File: src/rtl/acc_pkg.sv
// Shared types for the accelerator offload scheduler.
//   prd_req_t   : request broadcast to every predecoder (the raw instruction word)
//   prd_rsp_t   : per-accelerator predecoder verdict (accept, produces writeback)
//   acc_rsp_t   : one accelerator result (data + destination register)
//   req_state_e : request-side FSM state
package acc_pkg;

    typedef struct packed {
        logic [31:0] q_instr_data;
    } prd_req_t;

    typedef struct packed {
        logic p_accept;
        logic p_writeback;
    } prd_rsp_t;

    typedef struct packed {
        logic [31:0] data;
        logic [4:0]  rd;
    } acc_rsp_t;

    typedef enum logic {
        IDLE  = 1'b0,
        ISSUE = 1'b1
    } req_state_e;

endpackage

File: src/rtl/acc_rr_arb.sv
// Round-robin arbiter with lock-on-stall.
// The search starts at the index after the last completed grant. Once a grant
// is shown with ready_i low, that grant is frozen until ready_i comes back, so
// the downstream payload cannot change under a stalled consumer.
// Ports:
//   clk_i, rst_ni : clock, asynchronous active-low reset
//   req_i         : request vector
//   ready_i       : consumer ready; a grant completes when valid_o && ready_i
//   gnt_o         : one-hot grant (zero when nothing is valid)
//   valid_o       : a grant is being presented
//   idx_o         : index of the granted requester
module acc_rr_arb #(
    parameter  int N    = 4,
    localparam int IdxW = (N > 1) ? $clog2(N) : 1
) (
    input  logic            clk_i,
    input  logic            rst_ni,
    input  logic [N-1:0]    req_i,
    input  logic            ready_i,
    output logic [N-1:0]    gnt_o,
    output logic            valid_o,
    output logic [IdxW-1:0] idx_o
);

    logic [IdxW-1:0] ptr_q;
    logic [IdxW-1:0] lock_idx_q;
    logic            lock_q;
    logic [2*N-1:0]  req_dbl;
    logic [N-1:0]    req_rot;
    logic [IdxW-1:0] pick;
    logic            any;
    int              sum;

    // Rotate so that bit 0 of req_rot corresponds to the search start index.
    assign req_dbl = {req_i, req_i} >> ptr_q;
    assign req_rot = req_dbl[N-1:0];

    always_comb begin
        pick = '0;
        any  = 1'b0;
        sum  = 0;
        for (int i = 0; i < N; i++) begin
            if (!any && req_rot[i]) begin
                any = 1'b1;
                sum = int'(ptr_q) + i;
                if (sum >= N) sum = sum - N;
                pick = IdxW'(sum);
            end
        end
    end

    assign idx_o   = lock_q ? lock_idx_q : pick;
    assign valid_o = lock_q | any;
    assign gnt_o   = valid_o ? (N'(1) << idx_o) : '0;

    always_ff @(posedge clk_i or negedge rst_ni) begin
        if (!rst_ni) begin
            ptr_q      <= '0;
            lock_q     <= 1'b0;
            lock_idx_q <= '0;
        end else if (valid_o) begin
            if (ready_i) begin
                lock_q <= 1'b0;
                ptr_q  <= (idx_o == IdxW'(N - 1)) ? '0 : idx_o + 1'b1;
            end else begin
                lock_q     <= 1'b1;
                lock_idx_q <= idx_o;
            end
        end
    end

endmodule

File: src/rtl/acc_offl_sched.sv
// Offload scheduler between one core and NumAcc accelerators.
// Request side: the core's instruction is broadcast to all predecoders; the
// lowest-index accepting accelerator wins. Rejects complete in the same cycle,
// accepted instructions are latched and issued one cycle later. Writeback
// instructions are tracked per accelerator and stall once MaxOutstanding are
// pending. Result side: round-robin arbitration, combinational to the core.
//
//   state | meaning
//   ------+---------------------------------------------------------
//   IDLE  | no pending issue; core request decoded this cycle
//   ISSUE | latched instruction presented to accelerator k_q
//
// Ports:
//   clk_i, rst_ni                         : clock, async active-low reset
//   q_valid_i/q_ready_o/q_instr_i/q_accept_o : core offload request
//   prd_req_o/prd_rsp_i                   : predecoder broadcast / responses
//   acc_q_valid_o/acc_q_ready_i/acc_q_instr_o : issue to accelerators
//   acc_p_valid_i/acc_p_ready_o/acc_p_data_i/acc_p_rd_i : accelerator results
//   p_valid_o/p_ready_i/p_data_o/p_rd_o/p_idx_o : result to core
module acc_offl_sched
    import acc_pkg::*;
#(
    parameter  int NumAcc         = 4,
    parameter  int MaxOutstanding = 4,
    localparam int IdxW           = (NumAcc > 1) ? $clog2(NumAcc) : 1
) (
    input  logic                        clk_i,
    input  logic                        rst_ni,
    input  logic                        q_valid_i,
    output logic                        q_ready_o,
    input  logic [31:0]                 q_instr_i,
    output logic                        q_accept_o,
    output prd_req_t                    prd_req_o,
    input  prd_rsp_t [NumAcc-1:0]       prd_rsp_i,
    output logic [NumAcc-1:0]           acc_q_valid_o,
    input  logic [NumAcc-1:0]           acc_q_ready_i,
    output logic [31:0]                 acc_q_instr_o,
    input  logic [NumAcc-1:0]           acc_p_valid_i,
    output logic [NumAcc-1:0]           acc_p_ready_o,
    input  logic [NumAcc-1:0][31:0]     acc_p_data_i,
    input  logic [NumAcc-1:0][4:0]      acc_p_rd_i,
    output logic                        p_valid_o,
    input  logic                        p_ready_i,
    output logic [31:0]                 p_data_o,
    output logic [4:0]                  p_rd_o,
    output logic [IdxW-1:0]             p_idx_o
);

    req_state_e               state_q;
    logic [31:0]              instr_q;
    logic                     wb_q;
    logic [NumAcc-1:0]        acc_q_valid_q;
    logic [NumAcc-1:0][3:0]   cnt_q;

    logic                     sel_found;
    logic [IdxW-1:0]          sel_idx;
    logic                     sel_wb;
    logic                     stall;
    logic                     issue_hs;
    logic [NumAcc-1:0]        inc_vec;
    logic [NumAcc-1:0]        dec_vec;
    logic [NumAcc-1:0]        cnt_zero;

    logic [NumAcc-1:0]        arb_gnt;
    logic                     arb_valid;
    logic [IdxW-1:0]          arb_idx;
    acc_rsp_t                 sel_rsp;

    assign prd_req_o.q_instr_data = q_instr_i;

    // Descending scan so the lowest accepting index is the one left standing.
    always_comb begin
        sel_found = 1'b0;
        sel_idx   = '0;
        sel_wb    = 1'b0;
        for (int i = NumAcc - 1; i >= 0; i--) begin
            if (prd_rsp_i[i].p_accept) begin
                sel_found = 1'b1;
                sel_idx   = IdxW'(i);
                sel_wb    = prd_rsp_i[i].p_writeback;
            end
        end
    end

    assign stall      = sel_found && sel_wb &&
                        (cnt_q[sel_idx] == 4'(MaxOutstanding));
    // rst_ni gating keeps the handshake outputs quiet while reset is held.
    assign q_ready_o  = rst_ni && (state_q == IDLE) && q_valid_i && !stall;
    assign q_accept_o = q_ready_o && sel_found;

    assign issue_hs   = (state_q == ISSUE) && |(acc_q_valid_q & acc_q_ready_i);

    assign acc_q_valid_o = acc_q_valid_q;
    assign acc_q_instr_o = instr_q;

    always_ff @(posedge clk_i or negedge rst_ni) begin
        if (!rst_ni) begin
            state_q       <= IDLE;
            instr_q       <= '0;
            wb_q          <= 1'b0;
            acc_q_valid_q <= '0;
        end else begin
            case (state_q)
                IDLE: begin
                    if (q_accept_o) begin
                        instr_q       <= q_instr_i;
                        wb_q          <= sel_wb;
                        acc_q_valid_q <= NumAcc'(1) << sel_idx;
                        state_q       <= ISSUE;
                    end
                end
                ISSUE: begin
                    if (issue_hs) begin
                        acc_q_valid_q <= '0;
                        state_q       <= IDLE;
                    end
                end
                default: state_q <= IDLE;
            endcase
        end
    end

    // acc_q_valid_q is already one-hot on the target accelerator.
    assign inc_vec = (issue_hs && wb_q) ? acc_q_valid_q : '0;
    assign dec_vec = acc_p_valid_i & acc_p_ready_o;

    always_comb begin
        cnt_zero = '0;
        for (int k = 0; k < NumAcc; k++) cnt_zero[k] = (cnt_q[k] == 4'd0);
    end

    always_ff @(posedge clk_i or negedge rst_ni) begin
        if (!rst_ni) begin
            cnt_q <= '0;
        end else begin
            for (int k = 0; k < NumAcc; k++) begin
                if (inc_vec[k] && !dec_vec[k]) begin
                    if (cnt_q[k] != 4'hF) cnt_q[k] <= cnt_q[k] + 4'd1;
                end else if (dec_vec[k] && !inc_vec[k]) begin
                    if (cnt_q[k] != 4'd0) cnt_q[k] <= cnt_q[k] - 4'd1;
                end
            end
        end
    end

    // A result with no writeback outstanding is still forwarded, but flagged.
    a_no_unexpected_result: assert property (
        @(posedge clk_i) disable iff (!rst_ni)
        (dec_vec & ~inc_vec & cnt_zero) == '0
    );

    acc_rr_arb #(
        .N (NumAcc)
    ) u_arb (
        .clk_i   (clk_i),
        .rst_ni  (rst_ni),
        .req_i   (acc_p_valid_i),
        .ready_i (p_ready_i),
        .gnt_o   (arb_gnt),
        .valid_o (arb_valid),
        .idx_o   (arb_idx)
    );

    assign sel_rsp.data  = acc_p_data_i[arb_idx];
    assign sel_rsp.rd    = acc_p_rd_i[arb_idx];

    assign p_valid_o     = rst_ni && arb_valid;
    assign p_data_o      = sel_rsp.data;
    assign p_rd_o        = sel_rsp.rd;
    assign p_idx_o       = arb_idx;
    assign acc_p_ready_o = arb_gnt & {NumAcc{p_ready_i && rst_ni}};

endmodule

File: config.mk
export PLATFORM = sky130hd
export DESIGN_NAME = acc_offl_sched
export DESIGN_NICKNAME = d
export VERILOG_FILES = /design/src/rtl/acc_pkg.sv /design/src/rtl/acc_rr_arb.sv /design/src/rtl/acc_offl_sched.sv
export SDC_FILE = /design/constraint.sdc
export NUM_CORES = 1
export LEC_CHECK = 0
export ABC_AREA = 1
export CELL_PAD_IN_SITES_DETAIL_PLACEMENT = 0
export CELL_PAD_IN_SITES_GLOBAL_PLACEMENT = 2
export CORE_MARGIN = 2
export CORE_UTILIZATION = 19
export CTS_CLUSTER_DIAMETER = 50
export DETAILED_ROUTE_END_ITERATION = 8
export HOLD_SLACK_MARGIN = 0.02
export PLACE_DENSITY = 0.86
export SYNTH_ARGS = -nofsm -noshare
export SYNTH_HDL_FRONTEND = slang
export SYNTH_HIERARCHICAL = 1
export SYNTH_SLANG_ARGS = --single-unit
File: constraint.sdc
create_clock -name clk_i -period 5.05 [get_ports clk_i]
set_input_delay 1.01 -clock clk_i [delete_from_list [all_inputs] [get_ports clk_i]]
set_output_delay 1.01 -clock clk_i [all_outputs]
set_load 0.02 [all_outputs]
# == Yosys cells after proc, flatten, opt, wreduce, memory -nomap -nowiden ==
# Index checks and enable logic that the tools add are counted.
# Widths: inputs -> output; s select.
# word_totals
register_bits,59
input_bits,200
output_inout_bits,114
wordCells,165
# classes
n_addsub,16
magnitude_cmp,6
n_eq_ne,12
shifts,3
mux,57
bitwise,6
reduce_logical,54
# ops
operator,n
$mux 4,21
$bmux 32 s2,1
$mux 32,1
$mux 2,14
$logic_and 1x1->1,21
$add 4x1->4 const B,4
$ne 4x4->1 const B,4
$reduce_bool 2->1,8
$reduce_bool 4->1,4
$sub 4x1->4 const B,4
$mux 1,15
$and 4x4->4,3
$logic_not 1->1,12
$reduce_and 3->1,4
$bmux 5 s2,1
$ne 2x1->1 const B,5
$ge 3x3->1 const B,3
$bmux 4 s2,1
$pmux 4 s2,1
$reduce_and 2->1,4
$shl 1x2->4 const A,2
$shr 8x2->4,1
$sub 2x1->2 const B,4
$add 2x2->3 const B,2
12 further kinds,14

# == Longest topological paths before layout ==
# logic_depth
ltp_word,20
depth_mapped,26

# == Cells and area by module ==
# Netlist, hierarchy kept.
# by_module_without_submodules
module,instances,cells_per_inst,area_per_inst_um2,seq_area_each_um2
acc_offl_sched,1,597,4083.9,1351.3
acc_rr_arb,1,100,643.1,125.1

# == Worst setup path before layout ==
# Ideal clock, no wire load.
# synth_path
kind,input to output
from,input port acc_p_valid_i[1]
to,output port p_data_o[15]
arrival_ps,2960
required_ps,4040
slack_ps,1080
cell_stages,16
path_buffers,3
cell_sequence,inv_1 > nand2_1 > nand3_2 > nand2_4 > nor2_8 > nand3_1 > nand2_1 > nand2_1 > nand2_2 > inv_1 > buf_2 > inv_1 > buf_2 > clkbuf_1 > nor2_1 > o22ai_1
# synth_between
elab_chain_len,14
# synth_rtl
element,line,text
"start, declared",acc_offl_sched.sv:38,"input logic [NumAcc-1:0] acc_p_valid_i,"
$shr 8x2->4 *,acc_rr_arb.sv:35,"assign req_dbl = {req_i, req_i} >> ptr_q;"
$mux 1,acc_rr_arb.sv:43,if (!any && req_rot[i]) begin
$logic_not 1->1,acc_rr_arb.sv:43,
$logic_and 1x1->1,acc_rr_arb.sv:43,
$mux 1,acc_rr_arb.sv:43,
$logic_not 1->1,acc_rr_arb.sv:43,
$logic_and 1x1->1,acc_rr_arb.sv:43,
$mux 1,acc_rr_arb.sv:43,
$logic_not 1->1,acc_rr_arb.sv:43,
$logic_and 1x1->1,acc_rr_arb.sv:43,
$mux 2 *,acc_rr_arb.sv:43,
$mux 2 *,acc_rr_arb.sv:52,assign idx_o = lock_q ? lock_idx_q : pick;
via p_idx_o[0],acc_offl_sched.sv:46,output logic [IdxW-1:0] p_idx_o
$bmux 32 s2 *,acc_offl_sched.sv:164,assign sel_rsp.data = acc_p_data_i[arb_idx];
$mux 32 (not written as such) *,acc_offl_sched.sv:164,
"end, declared",acc_offl_sched.sv:44,"output logic [31:0] p_data_o,"
# Mark *: on every way through the listed nets, which the timed path passes. The rest lies on a longest branch. The select of a mux whose other input is x is not followed.

# == Final worst setup path ==
# layout_path
from,input port acc_p_valid_i[0]
to,output port p_data_o[31]
# layout_between
elab_chain_len,14
# layout_rtl
element,line
$shr 8x2->4 *,acc_rr_arb.sv:35
$mux 1,acc_rr_arb.sv:43
$logic_not 1->1,acc_rr_arb.sv:43
$logic_and 1x1->1,acc_rr_arb.sv:43
$mux 1,acc_rr_arb.sv:43
$logic_not 1->1,acc_rr_arb.sv:43
$logic_and 1x1->1,acc_rr_arb.sv:43
$mux 1,acc_rr_arb.sv:43
$logic_not 1->1,acc_rr_arb.sv:43
$logic_and 1x1->1,acc_rr_arb.sv:43
$mux 2 *,acc_rr_arb.sv:43
$mux 2 *,acc_rr_arb.sv:52
$bmux 32 s2 *,acc_offl_sched.sv:164
$mux 32 (not written as such) *,acc_offl_sched.sv:164
# Mark *: on every way between the ends. The rest lies on a longest branch, timed or not. The select of a mux whose other input is x is not followed.

==> key figures <==
Outcome
  – Outcome: completed

Synth
  – Mapped Area: 4730 um2
  – Syn avg cell area: 6.78 um2
  – Sequential cell area fraction in the yosys report: 31.2%
  – Syn. warnings: 6
  – Post-Synthesis Cells: 697
  – Post-synth cell types: 36
  – Mapped Nets: 917
  – Yosys reg bits: 59

Floorplanning
  – Die width: 162 um
  – Die Ht: 162 um
  – Starting Density: 19.4%
  – Row cnt: 57
  – Die area: 26200 um2
  – I/O pin cnt: 314
  – Core ar.: 24400 um2

Route
  – Vias per cell: 4.29
  – Routed via count: 5563
  – First-pass detailed-route iteration total: 7
  – Drt total wl: 18.9 mm
  – DRC errors left: 0
  – Initial drt markers: 246
  – Post-DRT Antenna Nets: 0
  – DR WL/cell: 14.6 um

STA
  – Minimum clock period: 4.79 ns
  – Slew Limit Fails: 0
  – Setup violators final: 0
  – Worst Max-Slew Pin Slew: 0.555 ns
  – Setup WS post-layout: 0.258 ns
  – Unrepaired setup endpoints after global routing: true
  – Fin Hold WS: 0.473 ns
  – Max Fclk: 209 MHz
  – Worst slew margin: 63.0%
  – Final hold violations: 0
  – Fin crit share: 94.9%
  – Clock Skew: 0.00936 ns

Cells and area
  – # fillers: 2593
  – Most common cell after layout, fill and taps aside: clkdlybuf4s50_1
  – Share of post-route cells with drive strength above 1: 6.28%
  – Area Growth Syn to Fin: 76.9%
  – Most frequent cells in the layout: clkdlybuf4s50_1 (293), nand2_1 (184), nor2_1 (101)
  – Multi-input logic area: 2630 um2
  – Final cell count without fillers: 1296
  – Final #Nets: 1186
  – Register Area: 1480 um2

Clocking
  – Reg clk slew, reported paths: 0.06 ns
  – H-tree Lvls: 3
  – Maximum clock path buffer count: 2
  – Clk_lat worst skew: 0.33 ns
  – Cts hold-fix bufs: 0
  – Number of buffers added for setup after CTS: 0
  – CTS tree: built
  – CTS buffer count: 9
  – Clock sinks: 59
  – Root buf cell: clkbuf_16

Critical path
  – CP Capture Type: output port
  – Worst path max stage delay: 0.63 ns
  – Worst Path Required: 4.04 ns
  – Critical path arrival: 3.78 ns
  – Slowest-stage cell, CP: clkdlybuf4s50_1
  – CP max FO: 43
  – Largest delay share family, worst path: buffers and inverters
  – Crit path kind: in -> out
  – CP startpoint kind: input port
  – Most frequent CP cell: nand2_1
  – Bufs and invs on worst path: 4
  – CP Cell Sequence: clkdlybuf4s50_1 > nand2_1 > nand2_1 > nand2_1 > nand2_2 > o21ai_2 > nor2_1 > nand2_1 > nand2_1 > nand2_2 > inv_2 > buf_12 > o21ai_0 > o22ai_1 > clkdlybuf4s50_1

GRT
  – First-pass GRT wire length: 28.8 mm
  – Gr usage total: 13.8%
  – Largest net degree at the start of global routing: 44
  – Gr ovfl total: 0
  – Vias in the first global route: 5469
  – Initial antenna violation count: 1

Placed design
  – Port bufs: 313
  – Inst Count DP: 1279
  – Worst slack at placement: 0.142 ns
  – Detail Placement HPWL: 15.4 mm
  – GP Congestion: 0.817

Min path
  – Worst min-delay path class: reg -> reg

Power
  – Lkg Pwr: 3.85 nW
  – Pwr Density: 494 nW/um2
  – Peak supply drop: 0.000331 V

Run
  – Maxcap violations: 0
## routing by layer
metal / wire [um] / GRT usage (%) / up-vias
li1: - / - / 2782
met1: 7570 / 15.6 / 2479
met2: 9380 / 25.8 / 284
met3: 1710 / 3.75 / 18
met4: 206 / 3.10 / 0
met5: 0 / 0 / -
## state kept, by name (all words and copies together) (netlist names)
register	flops
acc_q_instr_o	32
cnt_q	16
acc_q_valid_o	4
u_arb/lock_idx_q	2
u_arb/ptr_q	2
state_q	1
u_arb/lock_q	1
wb_q	1
## final cells by class
cell class                      instances  area share [%]
Antenna cell                            1          0.0299
Multi-Input combinational cell        514            31.4
Clock buffer                            9            2.69
Clock inverter                          7            1.21
Tap cell                              324            4.85
Sequential cell                        59            17.7
Timing Repair Buffer                  324            39.5
Inverter                               58            2.63
## worst paths after layout
kind | cells past startpoint | slack [ns] | to | start
setup / recovery | 15 | 0.26 | p_data_o[31] | acc_p_valid_i[0]
hold / removal | 2 | 0.47 | u_arb/lock_idx_q[1] | u_arb/lock_idx_q[1]
setup reg to reg | 25 | 1.29 | cnt_q[7] | u_arb/ptr_q[0]
hold reg to reg | 2 | 0.47 | u_arb/lock_idx_q[1] | u_arb/lock_idx_q[1]
max in group asynchronous | 3 | 3.50 | acc_q_instr_o[14] | rst_ni
min in group asynchronous | 2 | 0.70 | cnt_q[10] | rst_ni
## worst reg2reg max path, delay by kind of cell (launching register included)
family,cells,cell delay [ns]
fa+ha+maj,3,0.67
simple gates,12,1.09
compound gates,4,0.59
buf+inv,5,0.54
flops,1,0.61
xor+xnor,1,0.14
## cells in the mapped netlist, drive strengths merged
cell / count / area share (%)
nand2: 194 / 16
nor2: 103 / 8.6
o21ai: 86 / 9.2
dfrtp: 59 / 31
inv: 58 / 4.7
buf: 44 / 6.7
o22ai: 37 / 4.9
nand3: 28 / 3.5
clkbuf: 22 / 1.7
ha: 16 / 4.2
xor2: 9 / 1.7
a21oi: 8 / 0.85
nand4: 7 / 1.2
xnor2: 5 / 0.93
a21o: 4 / 0.64
fa: 4 / 1.7
and3: 3 / 0.40
mux2: 2 / 0.48
nor3: 2 / 0.21
o211ai: 2 / 0.32
or2: 2 / 0.26
a21boi: 1 / 0.16
a221oi: 1 / 0.19
## repair_timing
item                                    4_1_cts  5_1_grt
endpoints found under the setup margin        0       18
gates resized for setup                       0       18
endpoints found under the hold margin         0        0
## power breakdown
group	internal (mW)	leakage, nW	total, mW	switching, mW
logic	1.20	2.92	2.80	1.60
clock network	0.435	0.152	0.670	0.235
registers	0.551	0.780	0.664	0.113
total	2.19	3.85	4.13	1.94
## logic make-up after synthesis
group	share of synthesized area (%)
xor gates and xnor gates	2.59
and+or+nand+nor	30.4
adders and majority gates	5.93
AOI/OAI and AO/OA	16.2
DFF	31.2
buffers and inverters	13.2
muxes	0.476
## per-stage QoR
stage	instance area (um2)	total power, mW	TNS [ns]	utilization [%]
finish	8360	4.13	0	34.3
global route	8360	4.45	-0.0681	34.3
CTS	8310	4.23	0	34.1
detailed placement	7990	3.54	0	32.7
global placement	7990	3.54	0	32.7
floorplan	4730	2.27	0	-
Note: power is estimated with default switching activity, not from simulation.
